--- config.mk ---
export PLATFORM = sky130hd
export DESIGN_NAME = byte_bus_arbiter
export DESIGN_NICKNAME = d
export VERILOG_FILES = /design/src/rtl/byte_bus_arbiter.sv
export SDC_FILE = /design/constraint.sdc
export NUM_CORES = 1
export LEC_CHECK = 0
export CAP_MARGIN = 20
export CORE_MARGIN = 4
export CORE_UTILIZATION = 42
export DETAILED_ROUTE_END_ITERATION = 8
export GPL_TIMING_DRIVEN = 0
export PLACE_DENSITY = 0.84
export SYNTH_ARGS = -nofsm -noshare
export SYNTH_HDL_FRONTEND = slang
export SYNTH_SLANG_ARGS = --single-unit
--- constraint.sdc ---
create_clock -name clk -period 2.1 [get_ports clk]
set_clock_uncertainty 0.05 [all_clocks]
set_input_delay 0.315 -clock clk [delete_from_list [all_inputs] [get_ports clk]]
set_output_delay 0.315 -clock clk [all_outputs]
set_load 0.01 [all_outputs]
--- src/rtl/byte_bus_arbiter.sv ---
// byte_bus_arbiter: shares the 8-bit byte-serial bus between two word requesters and sequences each frame
//   Frame: ADDR (address + write-data bytes, LSB first), CTRL, [TURN], [RDATA], DONE.
//   Ports:
//     clk, rst_n                      clock, async active-low reset
//     req*/rw*/addr*/wdata*           requester 0 (fetch) and 1 (data) request side
//     gnt*/done*                      ownership flag and one-cycle completion pulse
//     rdata                           assembled read word, valid in the DONE cycle of a read
//     bus_out/bus_dout/bus_din        address+control byte out, write byte out, read byte in
//     bus_oe/bus_sync                 pad output enable, first-ADDR-cycle marker
//   Build option: define ARB_FIXED_PRIO_EN to make requester 0 win every tie
//     (round-robin otherwise).
module byte_bus_arbiter #(
   parameter int NBYTES      = 4,
   parameter int TURN_CYCLES = 1
) (
   input  logic                  clk,
   input  logic                  rst_n,
   input  logic                  req0,
   input  logic                  rw0,
   input  logic [8*NBYTES-1:0]   addr0,
   input  logic [8*NBYTES-1:0]   wdata0,
   output logic                  gnt0,
   output logic                  done0,
   input  logic                  req1,
   input  logic                  rw1,
   input  logic [8*NBYTES-1:0]   addr1,
   input  logic [8*NBYTES-1:0]   wdata1,
   output logic                  gnt1,
   output logic                  done1,
   output logic [8*NBYTES-1:0]   rdata,
   output logic [7:0]            bus_out,
   output logic [7:0]            bus_dout,
   input  logic [7:0]            bus_din,
   output logic [7:0]            bus_oe,
   output logic                  bus_sync
);
   localparam int BW = NBYTES > 1 ? $clog2(NBYTES) : 1;
   localparam int TW = TURN_CYCLES > 1 ? $clog2(TURN_CYCLES) : 1;
   localparam logic [BW-1:0] LAST  = BW'(NBYTES - 1);
   localparam logic [TW-1:0] TLAST = TW'(TURN_CYCLES > 0 ? TURN_CYCLES - 1 : 0);
   typedef enum logic [2:0] {IDLE, ADDR, CTRL, TURN, RDATA, DONE} state_t;
   state_t state;
   logic owner, last_owner, rw_q, pick, sel_rw;
   logic [NBYTES-1:0][7:0] addr_q, wdata_q, rd_q, sel_addr, sel_wdata;
   logic [BW-1:0] idx, nidx;
   logic [TW-1:0] tcnt;
`ifdef ARB_FIXED_PRIO_EN
   assign pick = ~req0;
`else
   // pick = 1 selects requester 1; on a tie the one that did not go last wins
   assign pick = (req0 & req1) ? ~last_owner : req1;
`endif
   assign sel_rw    = pick ? rw1 : rw0;
   assign sel_addr  = pick ? addr1 : addr0;
   assign sel_wdata = pick ? wdata1 : wdata0;
   assign nidx      = idx + 1'b1;
   assign rdata     = rd_q;
   // Outputs are registered: each transition loads the bus values of the state being entered.
   always_ff @(posedge clk or negedge rst_n) begin
      if (!rst_n) begin
         state      <= IDLE;
         owner      <= 1'b0;
         last_owner <= 1'b1;
         rw_q       <= 1'b0;
         addr_q     <= '0;
         wdata_q    <= '0;
         rd_q       <= '0;
         idx        <= '0;
         tcnt       <= '0;
         gnt0       <= 1'b0;
         gnt1       <= 1'b0;
         done0      <= 1'b0;
         done1      <= 1'b0;
         bus_out    <= 8'h00;
         bus_dout   <= 8'h00;
         bus_oe     <= 8'h00;
         bus_sync   <= 1'b0;
      end else begin
         done0    <= 1'b0;
         done1    <= 1'b0;
         bus_sync <= 1'b0;
         case (state)
            IDLE: if (req0 | req1) begin
               owner    <= pick;
               rw_q     <= sel_rw;
               addr_q   <= sel_addr;
               wdata_q  <= sel_wdata;
               gnt0     <= ~pick;
               gnt1     <= pick;
               idx      <= '0;
               state    <= ADDR;
               bus_out  <= sel_addr[0];
               bus_dout <= sel_rw ? 8'h00 : sel_wdata[0];
               bus_oe   <= sel_rw ? 8'h00 : 8'hFF;
               bus_sync <= 1'b1;
            end
            ADDR: if (idx == LAST) begin
               idx      <= '0;
               state    <= CTRL;
               bus_out  <= {1'b1, 6'b0, ~rw_q};
               bus_dout <= 8'h00;
               bus_oe   <= 8'h00;
            end else begin
               idx      <= nidx;
               bus_out  <= addr_q[nidx];
               bus_dout <= rw_q ? 8'h00 : wdata_q[nidx];
            end
            CTRL: begin
               bus_out <= 8'h00;
               tcnt    <= '0;
               if (!rw_q) begin
                  state <= DONE;
                  done0 <= ~owner;
                  done1 <= owner;
               end else
                  state <= (TURN_CYCLES > 0) ? TURN : RDATA;
            end
            TURN: if (tcnt == TLAST) state <= RDATA; else tcnt <= tcnt + 1'b1;
            RDATA: begin
               rd_q[idx] <= bus_din;
               idx       <= (idx == LAST) ? '0 : nidx;
               if (idx == LAST) begin
                  state <= DONE;
                  done0 <= ~owner;
                  done1 <= owner;
               end
            end
            DONE: begin
               gnt0  <= 1'b0;
               gnt1  <= 1'b0;
               state <= IDLE;
`ifndef ARB_FIXED_PRIO_EN
               last_owner <= owner;
`endif
            end
            default: state <= IDLE;
         endcase
      end
   end
endmodule
Word-level counts from Yosys, hierarchy flattened
Index checks and enable logic that the tools add are counted.
Storage, ports and cells
  input bits: 142
  flip-flop bits (word level): 134
Operators by class
  add/subtract/negate cells: 2
  muxes and demuxes: 46
  reduce and logical (&&, ||, !) cells: 15
  $lt $le $gt $ge: 3
  eq/ne operators: 10
  bitwise logic cells: 6
Operators with widths (count)
  $mux W8: 12
  $mux W32: 2
  $bmux W8 S2: 2
  $bwmux W32: 1
  $pmux W8 S2: 2
  $pmux W8 S3: 1
  $demux W8 S2: 1
  $mux W3: 5
  $pmux W3 S5: 1
  $mux W1: 11
  $pmux W1 S2: 5
  $reduce_and A2 Y1: 5
  $ne A2 B2 Y1 const B: 4
  $reduce_bool A2 Y1: 4
  $eq A3 B2 Y1 const B: 2
  $eq A3 B3 Y1 const B: 2
  $lt A2 B3 Y1 const B: 2
  $mux W2: 2
  $not A1 Y1: 4
  $pmux W2 S2: 1
  $reduce_and A4 Y1: 1
  $eq A3 B1 Y1 const B: 1
  $logic_not A3 Y1: 1
  $reduce_and A3 Y1: 1
  9 further kinds: 9

Longest topological paths before layout
Gate-level depths: netlist (run 1).
  depth after elaboration: 6
  gate-level depth with buffers: 8

Worst setup path after synthesis (run 1)
Ideal clock, no wire load.
  path type: register to register
  start: register idx[0]
  end: register bus_dout[0]
  data arrival time: 2.099 ns
  required time: 1.920 ns
  cell stages (with the launch flop): 9
  buffers on the path: 3
  path slack: -0.179 ns
  setup time: 0.130 ns
  cell sequence: dfrtp_1 > buf_2 > inv_1 > ha_1 > buf_2 > clkbuf_1 > mux4_2 > a22oi_1 > o21ai_0
Between the ends
  word-level cells in the longest chain between the ends: 6
  elaborated cells between the ends (all ways): 7
Ends and longest elaborated chain
  start: declaration: line 45  | logic [BW-1:0] idx, nidx;
  start signal: assignment: line 104  | idx <= nidx;
  start signal: assignment: line 121  | idx <= (idx == LAST) ? '0 : nidx;
  $add A2 B1 Y2: line 56  | assign nidx = idx + 1'b1;
  $bmux W8 S2: line 106  | bus_dout <= rw_q ? 8'h00 : wdata_q[nidx];
  $mux W8 (implied by the code): line 106
  $mux W8: line 106
  $mux W8 (*): line 97  | ADDR: if (idx == LAST) begin
  $pmux W8 S2 (*): line 82  | case (state)
  end signal: assignment: line 93  | bus_dout <= sel_rw ? 8'h00 : sel_wdata[0];
  end signal: assignment: line 106
  end: declaration: line 32  | output logic [7:0] bus_dout,
Every way passes the cells marked *; elsewhere a longest branch is shown, timed or not. The select of a mux whose other input is x is not followed.
A chain may end at the register's enable or synchronous reset.

Final worst setup path (run 1)
  start: register idx[0]
  end: register bus_out[4]
Between the ends
  word-level cells in the longest chain between the ends: 5
  elaborated cells between the ends (all ways): 6
Ends and longest elaborated chain
  $add A2 B1 Y2: line 56
  $bmux W8 S2: line 105  | bus_out <= addr_q[nidx];
  $mux W8 (implied by the code): line 105
  $mux W8 (*): line 97
  $pmux W8 S3 (*): line 82
  end signal: assignment: line 92  | bus_out <= sel_addr[0];
  end signal: assignment: line 100  | bus_out <= {1'b1, 6'b0, ~rw_q};
  end signal: assignment: line 105
  end: declaration: line 31  | output logic [7:0] bus_out,
Marked as above.

==> flow_summary_export.csv, run 1 <==
group,metric,value,unit
detailed_routing,drt_wl_total,18410,µm
yosys,syn-mean-instance-area,11.82,µm²
floorplanning,fp.dieW,127.8,µm
status,outcome,"finished, violations left",
timing,rsz0062_at_grt,"false",
yosys,async_reset_ff_share,100.0,%
yosys,yosysSeqAreaShare,52.32,%
placement,dp_hpwl,13240,µm
power_and_ir_drop,pwr-share-seq,31.3,%
job,drv_cap,0,
placement,place.gp.congestion,0.8947,
yosys,ys_ff_latch,126,
power_and_ir_drop,net-switching-power,4.971,mW
global_routing,antenna_found_initial,0,
setup_path,crit_required,2340,ps
clocking,clk_pin_slew_worst_paths,60,ps
global_routing,grt_max_degree,110,
power_and_ir_drop,p_sw_share,35.55,%
floorplanning,start_util,43.09,%
floorplanning,fp.dieArea,0.01633,mm²
yosys,yosysTopAreaCell,"dfrtp_1",
finish,stdcell_count,932,
power_and_ir_drop,p_int,9.011,mW
finish,regArea,0.003156,mm²
power_and_ir_drop,leakagePower,4.018,nW
timing,fin_crit_sh,96.85,%
yosys,synth.distinct_cells,41,
power_and_ir_drop,total_power,13.98,mW
status,violations,"design-rule violations",
detailed_routing,drt_pass1_iterations,7,
detailed_routing,via_count,5099,
timing,max_freq,0.4917,GHz
yosys,synth_edf_count,0,
setup_path,timing.rr.start,"idx[0]",
timing,drv_slew,0,
setup_path,arrival,2270,ps
placement,numPortBuffers,202,
power_and_ir_drop,combPwrFrac,46.0,%
finish,multi_input_area,0.002594,mm²
setup_path,start_kind,"flip-flop",
finish,syn_to_final_growth,50.46,%
yosys,yosysTopAreaCellShare,51.89,%
min_path,hold_path_class,"in2async",
clocking,clock_sinks,126,
setup_path,crit_start,"idx[0]",
floorplanning,io-pin-count,203,
timing,hold_viol,0,
power_and_ir_drop,clockPowerShare,22.8,%
finish,drive_gt1_share,17.42,%
floorplanning,fp.coreArea,0.01399,mm²
yosys,syn-num-nets,657,
yosys,synth_ff_type,"dfrtp_1",
setup_path,endpoint_kind,"flip-flop",
clocking,cts_root_buf,"clkbuf_16",
detailed_routing,ant_nets,0,
timing,slew_headroom,43.18,%
detailed_routing,drt_iter0_drc,355,
detailed_routing,drc_errors,2,
finish,antenna_cells,0,
finish,nFillCells,1076,
yosys,syn_area,0.006028,mm²
clocking,clk_latency,410,ps
yosys,synth_warnings,0,
detailed_routing,routed_via_density,5.471,
clocking,numCtsBuffers,17,
floorplanning,rows,43,
timing,period_needed,2034,ps
finish,fin_nets,886,
timing,setup_viol,0,
placement,dpl.cell_count,893,
setup_path,path_class,"reg2reg",
power_and_ir_drop,ir_drop,1.031,mV
power_and_ir_drop,power_density,1542,mW/mm²
floorplanning,die_h,127.8,µm
timing,tightest_slew,846.6,ps
global_routing,grt_usage,22.03,%
global_routing,grt_pass1_vias,5495,
clocking,cts_htree_levels,4,
global_routing,grt_pass1_wl,27900,µm
clocking,clockBufferDepth,2,
yosys,synthCells,510,
global_routing,grt_overflow,0,
setup_path,path_max_fanout,5,
finish,fin_util,64.84,%
detailed_routing,wl_per_cell,19.75,µm
clocking,cts_tree,"done",
yosys,synthTopCellsByArea,"dfrtp_1 (52%), mux2i_1 (11%), mux2_2 (6.2%)",
-- final timing paths --
| check | endpoint | slack [ps] | depth (start not counted) |
|---|---|---|---|
| setup / recovery | bus_out[4] | 70 | 7 |
| hold / removal | rdata[6] | 250 | 2 |
| setup reg to reg | bus_out[4] | 70 | 7 |
| hold reg to reg | addr_q[1] | 430 | 1 |
| max in group asynchronous | wdata_q[20] | 960 | 3 |
| min in group clk | addr_q[1] | 430 | 1 |
-- worst max-delay path, cell delays in order (launching register included) --
cell and delay [ps]:
dfrtp_2 450, buf_12 140, inv_1 80, ha_1 260, buf_8 150, buf_12 130, mux4_2 320, a221o_1 320
-- stage by stage --
step	area, µm²	setup slack [ps]	setup TNS, ps	hold WS, ps
floorplan	6032	26.91	0	-30.59
global placement	8279	-3837	-486010	405.7
finish	9070	66.25	0	252.3
CTS	9024	5.315	0	252.4
global route	9070	36.88	0	264.0
detailed placement	8308	-482.1	-8349	107.3
-- layout by cell type, fill, tap and decap left out, drive strengths merged, types with 14 or more instances in the layout --
master         Yosys  layout
mux2              33      33
dfrtp            125     125
clkdlybuf4s50      0     201
o21ai             72      72
mux2i             69      69
mux4              14      14
buf               35      43
nor2              16      16
nand2             61      61
clkbuf            11      29
-- flip-flops by register name (all words and copies together), names as in the netlist --
signal and cells:
done1 1, wdata_q 32, done0 1, bus_sync 1, idx 2, gnt0 1, rw_q 1, addr_q 32
owner 1, state 3, bus_out 8, gnt1 1, last_owner 1, bus_oe 1, rdata 32, bus_dout 8
-- cell usage after synthesis (all sizes together) (2+ instances only) --
| cell type | n |
|---|---|
| dfrtp | 125 |
| o21ai | 72 |
| mux2i | 69 |
| nand2 | 61 |
| buf | 35 |
| mux2 | 33 |
| nor2 | 16 |
| mux4 | 14 |
| clkbuf | 11 |
| a22oi | 9 |
| a21o | 8 |
| a21oi | 8 |
| a221o | 8 |
| and3 | 5 |
| ha | 5 |
| inv | 5 |
| nand3b | 3 |
| a21boi | 2 |
| a22o | 2 |
| nand3 | 2 |
| nor3 | 2 |
| nor3b | 2 |
-- timing repair --
action	in CTS	in global routing
pin swaps	1	0
buffers inserted	3	4
hold buffers	1	0
endpoints found under the setup margin	17	7
endpoints found under the hold margin	17	0
resized for setup	9	3
-- power groups by stage --
stage	sequential, mW	combinational, mW	clock (mW)
after CTS	4.34	6.24	3.20
after global placement	4.25	5.72	0
final	4.37	6.42	3.19
after global routing	4.46	6.90	3.32
after floorplan	4.37	3.36	0
after detailed placement	4.37	5.96	0
-- logic make-up (layout without fill, tap and decap cells) --
group / after synthesis / in the layout / share of synthesized area, %
AO/OA/AOI/OAI: 116 / 116 / 11.64
XOR/XNOR: 1 / 1 / 0.1453
adder cells (fa/ha/maj): 5 / 5 / 1.038
buffers and inverters: 51 / 293 / 4.732
flip-flops: 126 / 126 / 52.32
multiplexers: 116 / 116 / 22.85
AND/OR/NAND/NOR: 95 / 95 / 7.264
-- layout make-up --
| type | count | share of cell area [%] |
|---|---|---|
| flip-flops and latches | 126 | 34.79 |
| multi-input cells | 333 | 28.60 |
| repair buffers | 211 | 23.44 |
| clock buffers | 18 | 4.842 |
| plain buffers | 45 | 3.394 |
| well taps | 180 | 2.483 |
| clock inverters | 14 | 2.249 |
| inverters | 5 | 0.2069 |
-- routing by layer --
layer  up-vias  track usage (%)  share of wire (%)
li1       2283                -                  -
met1      2491            26.28                 38
met2       272            37.74                 51
met3        53            4.792                6.7
met4         0            10.74                3.8
met5         -                0                  0
Note: power is estimated with default switching activity, not from simulation.
==> run 2, diff against run 1 <==
--- a/config.mk
+++ b/config.mk
@@ -5,12 +5,13 @@
 export SDC_FILE = /design/constraint.sdc
 export NUM_CORES = 1
 export LEC_CHECK = 0
+export ABC_AREA = 1
 export CAP_MARGIN = 20
 export CORE_MARGIN = 4
-export CORE_UTILIZATION = 42
+export CORE_UTILIZATION = 50
 export DETAILED_ROUTE_END_ITERATION = 8
 export GPL_TIMING_DRIVEN = 0
-export PLACE_DENSITY = 0.84
+export PLACE_DENSITY = 0.92
 export SYNTH_ARGS = -nofsm -noshare
 export SYNTH_HDL_FRONTEND = slang
 export SYNTH_SLANG_ARGS = --single-unit
==> constraint.sdc (replaced) <==
create_clock -name clk -period 2.44 [get_ports clk]
set_clock_uncertainty 0.05 [all_clocks]
set_input_delay 0.366 -clock clk [delete_from_list [all_inputs] [get_ports clk]]
set_output_delay 0.366 -clock clk [all_outputs]
set_load 0.01 [all_outputs]
==> flow_summary_export.csv, run 2 <==
group,metric,value,unit
yosys,synth_common_cells,"nand2_1 (268), dfrtp_1 (125), o21ai_0 (102)",
global_routing,grt_pass1_vias,6841,
setup_path,crit_chain,"clkbuf_4 -> inv_2 -> buf_6 -> ha_1 -> clkbuf_4 -> inv_2 -> buf_4 -> nand3_1 -> nand2_1 -> nand2_1 -> nand2_1 -> nand2_1 -> nand2_1",
global_routing,antenna_found_initial,0,
timing,tightest_slew,602.3,ps
global_routing,grt_pass1_wl,32970,µm
detailed_routing,wl_per_cell,17.18,µm
finish,layout_common_cells,"nand2_1 (268), clkdlybuf4s50_1 (201), dfrtp_1 (125)",
placement,dp_hpwl,15430,µm
timing,finalSetupTns,0,ps
finish,final_common_cell,"nand2_1",
power_and_ir_drop,leakagePower,4.496,nW
placement,place_ws,-114.4,ps
timing,fin_crit_sh,93.06,%
status,outcome,"finished, violations left",
clocking,clockBufferDepth,2,
yosys,syn-num-nets,972,
setup_path,endpoint_kind,"flip-flop",
setup_path,critPathBufInv,6,
timing,whs,368.8,ps
setup_path,arrival,2570,ps
clocking,cts_htree_levels,4,
clocking,cts_tree,"done",
clocking,clk_pin_slew_worst_paths,60,ps
timing,setup_viol,0,
floorplanning,fp.dieW,120.7,µm
timing,finalWorstSetupSlack,169.3,ps
clocking,post-cts-setup-buffers,0,
floorplanning,fp.coreArea,0.01221,mm²
global_routing,grt_overflow,0,
placement,numPortBuffers,202,
yosys,synth.most_common_cell,"nand2_1",
finish,fin_nets,1195,
finish,antenna_cells,0,
timing,hold_viol,0,
floorplanning,die_h,120.7,µm
yosys,synthTopCellsByArea,"dfrtp_1 (49%), nand2_1 (16%), o21ai_0 (8.0%)",
detailed_routing,ant_nets,0,
detailed_routing,drt_pass1_iterations,9,
yosys,synthCells,825,
timing,rsz0062_at_grt,"false",
global_routing,grt_usage,28.93,%
status,violations,"design-rule violations",
floorplanning,io-pin-count,203,
timing,period_needed,2271,ps
job,drv_cap,0,
setup_path,crit_family,"buffers and inverters",
detailed_routing,drt_wl_total,21090,µm
min_path,hold_path_class,"reg2reg",
timing,slew_headroom,59.85,%
finish,syn_to_final_growth,45.54,%
clocking,clk_latency,410,ps
setup_path,crit_slowest_cell,"dfrtp_1",
yosys,yosysSeqAreaShare,49.69,%
yosys,yosysTopAreaCellShare,49.28,%
power_and_ir_drop,power_density,1311,mW/mm²
yosys,yosysTopAreaCell,"dfrtp_1",
setup_path,path_class,"reg2reg",
yosys,synth_edf_count,0,
floorplanning,rows,40,
yosys,async_reset_ff_share,100.0,%
timing,max_freq,0.4404,GHz
yosys,synth.distinct_cells,27,
finish,drive_gt1_share,9.245,%
global_routing,grt_max_degree,79,
detailed_routing,routed_via_density,5.471,
setup_path,crit_required,2740,ps
clocking,cts_root_buf,"clkbuf_16",
yosys,syn-mean-instance-area,7.694,µm²
setup_path,cpMostUsedCell,"nand2_1",
clocking,numCtsBuffers,17,
finish,fin_util,75.65,%
setup_path,path_max_fanout,11,
floorplanning,fp.dieArea,0.01456,mm²
detailed_routing,drt_iter0_drc,612,
yosys,synth_warnings,0,
detailed_routing,met2_length,10440,µm
detailed_routing,drc_errors,1,
detailed_routing,wl_met1,7651,µm
timing,drv_slew,0,
detailed_routing,met3_length,2009,µm
placement,place.gp.congestion,0.9272,
detailed_routing,via_count,6719,
setup_path,max_stage_delay,400,ps
floorplanning,start_util,51.98,%
clocking,clock_sinks,126,
yosys,synth_ff_type,"dfrtp_1",
setup_path,start_kind,"flip-flop",
power_and_ir_drop,ir_drop,0.7454,mV
yosys,syn_area,0.006347,mm²
detailed_routing,maxUsedRoutingLayer,"met4",
yosys,ys_ff_latch,126,
==> run 2: cell types whose count changed in the layout (fill, tap and decap cells not counted), sizes merged, moves of 14 or more <==
cell   delta
nor2     +41
o21ai    +35
mux2     -33
mux4     -14
inv      +83
mux2i    -69
nand2   +215
o22ai    +45
nand3    +55
==> run 2: per-layer routing <==
layer / up-vias / track usage (%)
met5: - / 0
met4: 0 / 14.80
met3: 86 / 7.577
met2: 423 / 50.26
met1: 3131 / 32.73
li1: 3079 / -
==> run 2: kinds of logic after synthesis <==
family                   synth area share (%)
AND/OR/NAND/NOR                         25.47
AO/OA/AOI/OAI                           13.62
buffers and inverters                   10.23
flip-flops                              49.69
adder cells (fa/ha/maj)                0.9856
==> run 2: cell type report <==
cell class                 count  area, µm²
buffer                        50      320.3
clock buffer                  18      439.2
clock inverter                13      165.2
fill                         889       2974
inverter                      91      344.1
multi-input combinational    558       2544
sequential                   126       3154
tap                          168      210.2
timing repair buffer         204       2061
==> run 2: final timing paths <==
| path | endpoint | start | slack, ps | cells after the start |
|---|---|---|---|---|
| setup / recovery | bus_dout[5] | idx[0] | 170 | 13 |
| hold / removal | done0 | owner | 370 | 1 |
| setup reg to reg | bus_dout[5] | idx[0] | 170 | 13 |
| hold reg to reg | done0 | owner | 370 | 1 |
| max in group asynchronous | addr_q[3] | rst_n | 1190 | 3 |
| min in group asynchronous | rdata[20] | rst_n | 410 | 2 |
==> run 2: metrics by stage <==
stage	instances	power, mW	area (µm²)
after CTS	1228	11.97	9229
after global placement	1195	9.013	8579
final	1228	12.11	9238
after global routing	1228	12.81	9238
after detailed placement	1196	9.270	8608
after floorplan	825	6.913	6347
==> run 2: worst register-to-register path: stages, from the launching register on <==
cell,delay (ps)
dfrtp_1,400
clkbuf_4,230
inv_2,80
buf_6,160
ha_1,300
clkbuf_4,200
inv_2,140
buf_4,200
nand3_1,90
nand2_1,120
nand2_1,70
nand2_1,70
nand2_1,50
nand2_1,60
==> run 2: power breakdown <==
| part | switching (mW) | internal [mW] |
|---|---|---|
| Clock | 0.957 | 1.63 |
| Sequential | 0.466 | 3.09 |
| Combinational | 3.53 | 2.44 |
==> run 2: repair_timing <==
action / 4_1_cts / 5_1_grt
pin swaps: 0 / 0
setup endpoints to repair: 10 / 10
resized for setup: 3 / 6
endpoints found under the hold margin: 48 / 0
hold buffers: 1 / 0
==> run 3, diff against run 2 <==
--- a/config.mk
+++ b/config.mk
@@ -12,6 +12,7 @@
 export DETAILED_ROUTE_END_ITERATION = 8
 export GPL_TIMING_DRIVEN = 0
 export PLACE_DENSITY = 0.92
+export REMOVE_ABC_BUFFERS = 1
 export SYNTH_ARGS = -nofsm -noshare
 export SYNTH_HDL_FRONTEND = slang
 export SYNTH_SLANG_ARGS = --single-unit
==> flow_summary_export.csv, run 3 (synthesis gave the netlist of run 2 again) <==
group,metric,value,unit
global_routing,grt_overflow,0,
detailed_routing,ant_nets,0,
clocking,clockBufferDepth,2,
floorplanning,io-pin-count,203,
detailed_routing,wl_per_cell,16.21,µm
setup_path,path_class,"reg2reg",
timing,max_freq,0.4379,GHz
floorplanning,start_util,51.98,%
detailed_routing,drt_wl_total,19240,µm
placement,dp_hpwl,12320,µm
detailed_routing,drc_errors,0,
power_and_ir_drop,p_sw_share,40.05,%
detailed_routing,routed_via_density,5.283,
floorplanning,rows,40,
power_and_ir_drop,p_int,6.864,mW
power_and_ir_drop,clockPowerShare,19.8,%
timing,drv_slew,0,
setup_path,crit_required,2690,ps
clocking,clk_latency,410,ps
job,drv_cap,0,
finish,drive_gt1_share,6.575,%
setup_path,path_max_fanout,18,
floorplanning,fp.dieW,120.7,µm
clocking,cts_root_buf,"clkbuf_16",
finish,antenna_cells,0,
power_and_ir_drop,pwr-share-seq,31.2,%
detailed_routing,drt_pass1_iterations,5,
clocking,cts_htree_levels,4,
finish,fin_nets,1158,
global_routing,antenna_found_initial,0,
detailed_routing,via_count,6271,
clocking,clk_pin_slew_worst_paths,50,ps
power_and_ir_drop,combPwrFrac,49.0,%
finish,final_common_cell,"nand2_1",
floorplanning,fp.dieArea,0.01456,mm²
finish,nFillCells,887,
timing,tightest_slew,896.3,ps
power_and_ir_drop,leakagePower,4.355,nW
global_routing,grt_pass1_wl,29210,µm
finish,fin_util,73.93,%
finish,layout_common_cells,"nand2_1 (266), clkdlybuf4s50_1 (200), dfrtp_1 (124)",
detailed_routing,drt_iter0_drc,466,
power_and_ir_drop,ir_drop,0.8118,mV
timing,hold_viol,0,
min_path,hold_path_class,"reg2reg",
status,outcome,"completed",
power_and_ir_drop,net-switching-power,4.586,mW
timing,slew_headroom,39.91,%
clocking,clock_sinks,126,
placement,place.gp.congestion,0.8104,
floorplanning,fp.coreArea,0.01221,mm²
timing,rsz0062_at_grt,"false",
timing,finalSetupTns,0,ps
global_routing,grt_max_degree,134,
setup_path,start_kind,"flip-flop",
global_routing,grt_pass1_vias,5981,
floorplanning,die_h,120.7,µm
timing,fin_crit_sh,93.59,%
setup_path,endpoint_kind,"flip-flop",
placement,numPortBuffers,202,
finish,syn_to_final_growth,42.24,%
clocking,numCtsBuffers,17,
global_routing,grt_usage,25.66,%
timing,period_needed,2284,ps
power_and_ir_drop,power_density,1268,mW/mm²
timing,setup_viol,0,
clocking,cts_tree,"done",
setup_path,arrival,2530,ps
==> run 3: repair_timing <==
action / CTS / global route
hold endpoints to repair: 61 / 0
hold buffers: 1 / 0
resized for setup: 10 / 3
endpoints found under the setup margin: 99 / 62
pin swaps: 0 / 1
cloned: 1 / 1
setup buffers: 5 / 4
==> run 3: stage by stage <==
| stage | total power [mW] | std cells | cell area (µm²) | setup slack (ps) | hold slack [ps] |
|---|---|---|---|---|---|
| after floorplan | 6.576 | 775 | 6042 | -482.5 | 20.41 |
| after global placement | 8.553 | 1145 | 8274 | -3886 | 356.7 |
| after detailed placement | 8.817 | 1148 | 8361 | -1526 | 340.1 |
| after CTS | 11.33 | 1182 | 8980 | 33.83 | 369.3 |
| after global routing | 12.24 | 1187 | 9029 | 27.66 | 392.8 |
| final | 11.45 | 1187 | 9029 | 156.3 | 372.6 |
==> run 3: worst paths after layout <==
check                      startpoint           to  slack, ps  cells past startpoint
hold / removal                  owner        done0        370                      1
max in group asynchronous       rst_n   addr_q[18]       1160                      3
min in group asynchronous       rst_n     rdata[2]        470                      2
setup / recovery               idx[0]  bus_dout[2]        160                     11
setup reg to reg               idx[0]  bus_dout[2]        160                     11
hold reg to reg                 owner        done0        370                      1
==> run 3: cell type report <==
| cell class | count | area [µm²] | area share [%] |
|---|---|---|---|
| Sequential cell | 126 | 3158 | 34.98 |
| Clock buffer | 26 | 519.2 | 5.751 |
| Inverter | 91 | 359.1 | 3.977 |
| Multi-Input combinational cell | 559 | 2586 | 28.64 |
| Tap cell | 168 | 210.2 | 2.328 |
| Timing Repair Buffer | 215 | 2186 | 24.21 |
| Clock inverter | 1 | 5.005 | 0.05543 |
| Timing Repair inverter | 1 | 5.005 | 0.05543 |
==> run 3: critical path, stage by stage (launching register included) <==
cell	delay, ps
dfrtp_4	530
clkinvlp_4	140
buf_4	180
ha_4	460
clkinvlp_4	170
buf_4	190
nand3_1	90
nand2_1	60
nand2_1	70
nand2_1	60
nand2_1	70
nand2_1	60
==> run 3: power groups by stage <==
| stage | combinational [mW] | clock (mW) | sequential [mW] |
|---|---|---|---|
| 3_3_place_gp | 4.95 | 0 | 3.60 |
| 6_report | 5.61 | 2.27 | 3.57 |
| 2_1_floorplan | 2.84 | 0 | 3.74 |
| 4_1_cts | 5.48 | 2.27 | 3.58 |
| 3_5_place_dp | 5.23 | 0 | 3.59 |
| 5_1_grt | 6.19 | 2.38 | 3.68 |
==> run 3: metal layers <==
metal | global-route usage [%] | vias up | share of wire, % | wire, µm
met5 | 0 | - | 0 | 0
met4 | 9.773 | 0 | 2.2 | 422
met3 | 7.203 | 38 | 9.2 | 1762
met2 | 43.45 | 308 | 50 | 9563
met1 | 31.13 | 2915 | 39 | 7488
li1 | - | 3010 | - | -
